**config.mk**
```make
export PLATFORM = sky130hd
export DESIGN_NAME = mem_stage
export DESIGN_NICKNAME = d
export VERILOG_FILES = /design/src/rtl/mem_stage_pkg.sv /design/src/rtl/mem_stage_load_align.sv /design/src/rtl/mem_stage.sv
export SDC_FILE = /design/constraint.sdc
export NUM_CORES = 1
export LEC_CHECK = 0
export BUFFER_PORTS_ARGS = -buffer_cell sky130_fd_sc_hd__buf_4
export CORE_UTILIZATION = 52
export DETAILED_ROUTE_END_ITERATION = 10
export PLACE_DENSITY = 0.87
export SLEW_MARGIN = 10
export SYNTH_ARGS = -nofsm -noshare
export SYNTH_HDL_FRONTEND = slang
export SYNTH_SLANG_ARGS = --single-unit
```
**constraint.sdc**
```tcl
create_clock -name clk -period 2.53 [get_ports clk]
set_input_delay 0.3795 -clock clk [delete_from_list [all_inputs] [get_ports clk]]
set_output_delay 0.3795 -clock clk [all_outputs]
set_load 0.03 [all_outputs]
```
**src/rtl/mem_stage_pkg.sv**
```systemverilog
// Shared widths, load-op encodings and bus layouts for the MEM pipeline stage.
package mem_stage_pkg;

    localparam int EXEReg_BUS_LEN = 92;
    localparam int MEMReg_BUS_LEN = 87;
    localparam int BYPASS_BUS_LEN = 40;
    localparam int EBUS_W         = 16;

    localparam logic [2:0] LD_W  = 3'd0;
    localparam logic [2:0] LD_B  = 3'd1;
    localparam logic [2:0] LD_BU = 3'd2;
    localparam logic [2:0] LD_H  = 3'd3;
    localparam logic [2:0] LD_HU = 3'd4;

    // Bit positions of exception flags within ebus
    localparam int EBUS_INT  = 0;
    localparam int EBUS_ADEF = 1;
    localparam int EBUS_ALE  = 2;
    localparam int EBUS_SYS  = 3;
    localparam int EBUS_BRK  = 4;
    localparam int EBUS_INE  = 5;

    typedef struct packed {
        logic              ertn;
        logic [EBUS_W-1:0] ebus;
        logic              mem_req;
        logic [2:0]        ld_op;
        logic              res_from_mem;
        logic              rf_we;
        logic [4:0]        rf_waddr;
        logic [31:0]       alu_result;
        logic [31:0]       pc;
    } exe_bus_t;

    typedef struct packed {
        logic              ertn;
        logic [EBUS_W-1:0] ebus;
        logic [31:0]       final_result;
        logic              rf_we;
        logic [4:0]        rf_waddr;
        logic [31:0]       pc;
    } mem_bus_t;

endpackage

```
**src/rtl/mem_stage_load_align.sv**
```systemverilog
// Selects the addressed byte/halfword of a load response and sign/zero-extends it.
module load_align
    import mem_stage_pkg::*;
(
    input  logic [2:0]  ld_op,
    input  logic [1:0]  off,
    input  logic [31:0] rdata,
    output logic [31:0] result
);

    logic [7:0]  byte_sel;
    logic [15:0] half_sel;

    always_comb begin
        byte_sel = rdata[7:0];
        case (off)
            2'd0: byte_sel = rdata[7:0];
            2'd1: byte_sel = rdata[15:8];
            2'd2: byte_sel = rdata[23:16];
            2'd3: byte_sel = rdata[31:24];
            default: byte_sel = rdata[7:0];
        endcase
    end

    assign half_sel = off[1] ? rdata[31:16] : rdata[15:0];

    // Unknown encodings fall back to a full word
    always_comb begin
        result = rdata;
        case (ld_op)
            LD_B:    result = {{24{byte_sel[7]}}, byte_sel};
            LD_BU:   result = {24'd0, byte_sel};
            LD_H:    result = {{16{half_sel[15]}}, half_sel};
            LD_HU:   result = {16'd0, half_sel};
            default: result = rdata;
        endcase
    end

endmodule

```
**src/rtl/mem_stage.sv**
```systemverilog
// MEM pipeline stage: holds the MEM register, waits for data-SRAM responses,
// formats load data and owns the MEM->WB register; drops stale responses after flush.
module mem_stage
    import mem_stage_pkg::*;
#(
    parameter int CANCEL_W = 2
) (
    input  logic                      clk,
    input  logic                      reset,
    input  logic                      exe_valid,
    input  logic                      EXE_ready_go,
    input  logic [EXEReg_BUS_LEN-1:0] EXEreg_bus,
    output logic                      MEM_allow_in,
    output logic                      MEM_ready_go,
    input  logic                      data_sram_data_ok,
    input  logic [31:0]               data_sram_rdata,
    input  logic                      flush,
    input  logic                      WB_allow_in,
    output logic                      wb_valid,
    output logic [MEMReg_BUS_LEN-1:0] MEMreg_bus,
    output logic [BYPASS_BUS_LEN-1:0] MEM_bypass_bus
);

    localparam logic [CANCEL_W-1:0] CANCEL_MAX = '1;
    localparam logic [CANCEL_W-1:0] CANCEL_ONE = CANCEL_W'(1);

    exe_bus_t            exe_in;
    exe_bus_t            mem_r;
    mem_bus_t            wb_next;
    logic                mem_valid;
    logic                got_data;
    logic [31:0]         rdata_buf;
    logic [CANCEL_W-1:0] cancel_cnt;

    logic        data_ok_live;
    logic        need_data;
    logic        capture;
    logic        advance;
    logic        cancel_inc;
    logic        cancel_dec;
    logic        load_pending;
    logic [31:0] rdata_sel;
    logic [31:0] formatted;
    logic [31:0] final_result;

    assign exe_in = exe_bus_t'(EXEreg_bus);

    // Responses owed to flushed instructions are swallowed while cancel_cnt is nonzero
    assign data_ok_live = data_sram_data_ok & (cancel_cnt == '0);
    assign need_data    = mem_valid & mem_r.mem_req & ~got_data;
    assign MEM_ready_go = ~need_data | data_ok_live;
    assign MEM_allow_in = ~mem_valid | (MEM_ready_go & WB_allow_in);
    assign capture      = exe_valid & EXE_ready_go & MEM_allow_in;
    assign advance      = mem_valid & MEM_ready_go & WB_allow_in;

    always_ff @(posedge clk) begin
        if (reset) begin
            mem_valid <= 1'b0;
        end else if (flush) begin
            mem_valid <= 1'b0;
        end else if (MEM_allow_in) begin
            mem_valid <= exe_valid & EXE_ready_go;
        end
    end

    always_ff @(posedge clk) begin
        if (reset) begin
            mem_r <= '0;
        end else if (capture) begin
            mem_r <= exe_in;
        end
    end

    always_ff @(posedge clk) begin
        if (reset) begin
            got_data  <= 1'b0;
            rdata_buf <= 32'd0;
        end else if (flush || advance) begin
            got_data  <= 1'b0;
        end else if (need_data && data_ok_live && !WB_allow_in) begin
            got_data  <= 1'b1;
            rdata_buf <= data_sram_rdata;
        end
    end

    // A response arriving in the flush cycle itself settles the outstanding request
    assign cancel_inc = flush & need_data & ~data_ok_live;
    assign cancel_dec = data_sram_data_ok & (cancel_cnt != '0);

    always_ff @(posedge clk) begin
        if (reset) begin
            cancel_cnt <= '0;
        end else if (cancel_inc && !cancel_dec) begin
            if (cancel_cnt != CANCEL_MAX) begin
                cancel_cnt <= cancel_cnt + CANCEL_ONE;
            end
        end else if (cancel_dec && !cancel_inc) begin
            cancel_cnt <= cancel_cnt - CANCEL_ONE;
        end
    end

    assign rdata_sel = got_data ? rdata_buf : data_sram_rdata;

    load_align u_load_align (
        .ld_op  (mem_r.ld_op),
        .off    (mem_r.alu_result[1:0]),
        .rdata  (rdata_sel),
        .result (formatted)
    );

    assign final_result = mem_r.res_from_mem ? formatted : mem_r.alu_result;
    assign load_pending = mem_r.res_from_mem & ~MEM_ready_go;

    assign MEM_bypass_bus = {mem_valid, load_pending, mem_r.rf_we, mem_r.rf_waddr, final_result};

    always_comb begin
        wb_next              = '0;
        wb_next.ertn         = mem_r.ertn;
        wb_next.ebus         = mem_r.ebus;
        wb_next.final_result = final_result;
        wb_next.rf_we        = mem_r.rf_we;
        wb_next.rf_waddr     = mem_r.rf_waddr;
        wb_next.pc           = mem_r.pc;
    end

    always_ff @(posedge clk) begin
        if (reset) begin
            wb_valid   <= 1'b0;
            MEMreg_bus <= '0;
        end else begin
            if (flush) begin
                wb_valid <= 1'b0;
            end else if (WB_allow_in) begin
                wb_valid <= mem_valid & MEM_ready_go;
            end
            if (WB_allow_in) begin
                MEMreg_bus <= wb_next;
            end
        end
    end

endmodule

```
# Word level (Yosys, flattened, before mapping)
# Index checks and enable logic that the tools add are counted.
op_classes:
  n_bitwise: 20
  n_mux: 8
  reduce_logical: 16
  add_sub_neg: 2
  n_eq_ne: 9
ops:
  columns: ["op", "count"]
  rows:
  - ["32-bit case mux with 4 select lines", 1]
  - ["32-bit 2-to-1 mux", 2]
  - ["8-bit case mux with 4 select lines", 1]
  - ["16-bit 2-to-1 mux", 1]
  - ["1-bit bitwise AND", 12]
  - ["3-bit by 2-bit == test with 1-bit output (second input constant)", 2]
  - ["2-bit 2-to-1 mux", 3]
  - ["1-bit NOT", 6]
  - ["2-bit == test (second input constant)", 2]
  - ["1-bit logical AND", 4]
  - ["2-bit zero test", 2]
  - ["2-bit AND reduction", 2]
  - ["2-bit nonzero test", 2]
  - ["2-bit OR reduction", 2]
  - ["3-bit by 1-bit == test with 1-bit output (second input constant)", 1]
  - ["3-bit == test (second input constant)", 1]
  - ["1-bit zero test", 3]
  - ["2-bit by 1-bit adder with 2-bit output (second input constant)", 1]
  - ["2-bit by 1-bit == test with 1-bit output (second input constant)", 1]
  - ["2-bit by 1-bit != test with 1-bit output (second input constant)", 1]
  - ["2-bit != test (second input constant)", 1]
  - ["1-bit OR", 2]
  - ["2-bit by 1-bit subtractor with 2-bit output (second input constant)", 1]
  - ["1-bit logical OR", 1]
word_totals:
  out_inout_bits: 130
  register_bits: 216
  wordCells: 70

# Logic depth before layout (Yosys ltp)
depth:
  word_depth: 9
  depth_mapped: 7
  mapped_depth_nobuf: 5

# Modules after synthesis
# A second synthesis with hierarchy kept.
unflattened:
  hier_cells: 1069
  hier_area_um2: 9932.0
by_module_without_submodules:
  columns: ["mod", "n_inst", "area_per_inst_um2", "cells_each"]
  rows:
  - ["mem_stage", 1, 9048.7, 970]
  - ["load_align", 1, 883.3, 99]

# Worst setup path before layout
# OpenSTA, ideal clock, no wires.
synth_path:
  kind: "reg2out"
  from: "register mem_r[33] (netlist name)"
  to: "output MEM_bypass_bus[17]"
  stages_incl_launch_ff: 8
  arrival_time_ns: 2.285
  t_required_ns: 2.151
  n_path_buf: 2
  setup_slack_ns: -0.135
  path_cell_list: "dfxtp_1 > buf_2 > inv_1 > mux4_2 > o21ai_1 > a21oi_1 > buf_2 > a21oi_1"
synth_via:
  elab_chain_cells: 4
  elab_cells_between_ends: 8
  cone_classes: "eq/ne (3); mux (4); reduce/logical (1)"
synth_lines:
  columns: ["element", "line_no", "rtl"]
  rows:
  - ["start, declared", "mem_stage.sv:28", "exe_bus_t mem_r;"]
  - ["start signal, assigned", "mem_stage.sv:70", "mem_r <= exe_in;"]
  - ["2-bit == test (tied with other cells)", "mem_stage_load_align.sv:16", "case (off)"]
  - ["8-bit case mux with 4 select lines", "mem_stage_load_align.sv:16", null]
  - ["32-bit case mux with 4 select lines (*)", "mem_stage_load_align.sv:30", "case (ld_op)"]
  - ["32-bit 2-to-1 mux (*)", "mem_stage.sv:111", "assign final_result = mem_r.res_from_mem ? formatted : mem_r.alu_result;"]
  - ["end, declared", "mem_stage.sv:21", "output logic [BYPASS_BUS_LEN-1:0] MEM_bypass_bus"]
# Every way passes the cells marked *; elsewhere a longest branch is shown, timed or not.

# Worst setup path in the final report
layout_path:
  from: "register got_data"
  to: "output MEM_bypass_bus[27]"
layout_via:
  elab_chain_cells: 4
  elab_cells_between_ends: 5
  cone_classes: "mux (5)"
layout_lines:
  columns: ["element", "line_no", "rtl"]
  rows:
  - ["start, declared", "mem_stage.sv:31", "logic got_data;"]
  - ["start signal, assigned", "mem_stage.sv:76", "got_data <= 1'b0;"]
  - ["start signal, assigned", "mem_stage.sv:79", "got_data <= 1'b0;"]
  - ["start signal, assigned", "mem_stage.sv:81", "got_data <= 1'b1;"]
  - ["32-bit 2-to-1 mux (*)", "mem_stage.sv:102", "assign rdata_sel = got_data ? rdata_buf : data_sram_rdata;"]
  - ["8-bit case mux with 4 select lines / 16-bit 2-to-1 mux (equally long branches)", "mem_stage_load_align.sv:16, mem_stage_load_align.sv:25", null]
  - ["32-bit case mux with 4 select lines (*)", "mem_stage_load_align.sv:30", null]
  - ["32-bit 2-to-1 mux (*)", "mem_stage.sv:111", null]
# Marked as above.

==> impl_metrics.toml <==
[cells_and_area]
stdcell_count = 1577
drive_gt1_frac = 0.318
nFillCells = 1239
layout.nets = 1473
antenna_cells = 0
areaGrowthSynthToFinish_pct = 37.7

[sta]
worstMarginPinSlew_ps = 644
fin_crit_sh = 1.12
finalHoldViolCount = 0
fin_ws_ps = -295
report.final.slew_viol_count = 0
fmax_ghz = 0.354
setup_viol = 32
tns_ps = -5630
finClkSkew_ps = 9.33
min_period_ps = 2830
maxSlewHeadroom = 0.571
grt_setup_unrepaired = "yes"
whs_ps = 111

[critical_path]
timing.rr.end = "MEMreg_bus[55]"
critPathKind = "register to output port"
path_buf_inv = 2
crit_end = "MEM_bypass_bus[27]"
cpMaxStageDelayCell = "mux4_2"
ff2ff_path_depth = 8
startpoint_type = "register"
critPathMaxFanout = 15
critical_path.cell_chain = "mux2i_1, mux4_2, o21ai_4, a21oi_4, buf_12, a21oi_2, buf_6"
crit_family = "multiplexers"
arrival_ps = 2450
cp.required_ps = 2150
max_stage_delay_ps = 560
critPathLaunch = "got_data"
cp-end-kind = "output port"
cp.depth = 7
r2r_start = "got_data"
r2r_slack_ps = 150

[clock_network]
cts_sinks = 216
cts_buffers = 23
hold_buffers = 0
htreeDepth = 1
clk_pin_slew_ps = 60
root_buffer = "clkbuf_16"
cts_tree = "yes"
clockBufferDepth = 3
insertion_delay_ps = 500

[synthesis]
synth-main-ff-cell = "dfxtp_1"
synthArstFlopShare = 0
yosysTopAreaCellShare = 0.473
synth_most_common_cell = "nand2_1"
synth.yosys.seq_area_share = 0.473
synth_fp_nets = 1232
netlist_instances = 1101
yosys_warnings = 0
synth_common_cells = "nand2_1, dfxtp_1, a21oi_1"
synth_cell_type_count = 53
synth_top_area_cell = "dfxtp_1"
syn-cell-area_mm2 = 0.00915
ys_ff_latch = 216
synth_edf_count = 0
avgSynthCellArea_um2 = 8.31
synth_area_leaders = "dfxtp_1, nand2_1, mux2i_1"

[grt]
gr-total-overflow = 0
grtUsageTotal = 0.300
antenna_found_initial = 0
grt_pass1_vias = 8291
grt_max_degree = 93
grt_first_pass_wirelength_mm = 43.0

[placed_design]
dp_hpwl_mm = 18.7
io_buffers = 260
gp_congestion = 0.909
dp.cells = 1526
dp_slack_ps = -337

[power_and_ir_drop]
peakVddDrop_v = 0.000621
p_leak_nw = 5.23
powerDensity_mw_per_mm2 = 641

[detailed_routing]
avgRoutedWirePerCell_um = 18.1
vias_per_cell = 5.66
firstDrtPassIters = 5
drt_iter0_drc = 714
routed_wl_mm = 28.6
drcViolationCount = 0
ant_nets = 0
dr_total_vias = 8929

[die]
rows = 48
design.portCount = 261
die_w_um = 135
initial_utilization = 0.531
core_mm2 = 0.0172
die_area_mm2 = 0.0181
die_y_um = 135

[run_status]
violations = "negative setup slack"
status = "finished with violations"

[flow_run]
drv_cap = 0

[worst_hold_path]
hold_path.class = "input port to register"
[logic make-up after synthesis]
kind of cell           count (synthesis)  share of synthesized area
AND/OR/NAND/NOR                      441                      0.195
XOR/XNOR                               1                   0.000958
buffers and inverters                104                     0.0487
multiplexers                          98                      0.112
AO/OA/AOI/OAI                        241                      0.170
flip-flops                           216                      0.473
[where the power goes]
group / internal [mW] / total (mW) / leakage [nW] / switching [mW]
combinational: 0.521 / 1.26 / 3.12 / 0.740
clock: 1.91 / 3.22 / 0.341 / 1.31
sequential: 3.52 / 3.59 / 1.76 / 0.0713
total: 5.95 / 8.07 / 5.23 / 2.12
[through the flow]
step	utilization	total power [mW]	cell area, um^2
2_1_floorplan	-	4.32	9150
3_3_place_gp	0.658	4.81	11300
3_5_place_dp	0.658	4.82	11300
4_1_cts	0.720	8.07	12400
5_1_grt	0.730	8.34	12600
6_report	0.730	8.07	12600
[cell usage in the layout, fill, tap and decap left out, types with 9 or more instances in the layout]
cell | Yosys | final
a2111oi_2 | 10 | 10
nor2_1 | 117 | 113
clkbuf_16 | 0 | 23
o21ai_0 | 11 | 9
buf_4 | 8 | 273
buf_6 | 2 | 24
dfxtp_1 | 216 | 212
o32ai_1 | 10 | 9
nand2b_1 | 13 | 13
nand2_1 | 278 | 278
inv_1 | 10 | 10
buf_12 | 0 | 9
o221ai_1 | 14 | 12
mux2_4 | 0 | 9
a21oi_2 | 7 | 18
a21oi_1 | 150 | 138
mux2i_1 | 81 | 76
[how the worst min path moves through the flow]
stage,cells past startpoint,slack (ps),end,startpoint
5_1_grt,2,90,mem_valid,flush
6_report,2,110,mem_valid,flush
2_1_floorplan,2,430,rdata_buf[10],rdata_buf[10]
3_3_place_gp,2,440,rdata_buf[10],rdata_buf[10]
4_1_cts,2,80,mem_valid,flush
3_5_place_dp,2,450,mem_r[86],mem_r[86]
[layout make-up]
class	count	area, um^2	area share
Clock buffer	31	626	0.0497
Clock inverter	4	70.1	0.00556
Inverter	11	41.3	0.00328
Multi-Input combinational cell	781	4660	0.370
Sequential cell	216	4340	0.344
Tap cell	225	282	0.0224
Timing Repair Buffer	309	2570	0.205
[state kept, by name, summed over array words and instances, names as in the netlist]
name	cells
MEM_bypass_bus	6
MEMreg_bus	87
cancel_cnt	2
got_data	1
mem_r	86
mem_valid	1
rdata_buf	32
wb_valid	1
[per-layer routing]
layer  wire [um]  share of wire  GRT usage  up-vias
met5           0              0          0        -
met4        1060          0.037      0.115        0
met3        2740          0.096     0.0691       70
met2       13700           0.48      0.508      460
met1       11100           0.39      0.370     4200
li1            -              -          -     4199
[timing repair]
| item | in CTS | in global routing |
|---|---|---|
| gates cloned | 2 | 0 |
| resized for setup | 56 | 40 |
| setup buffers | 12 | 2 |
| endpoints found under the setup margin | 32 | 34 |
| pin swaps | 15 | 12 |
(Power assumes the default switching activity.)
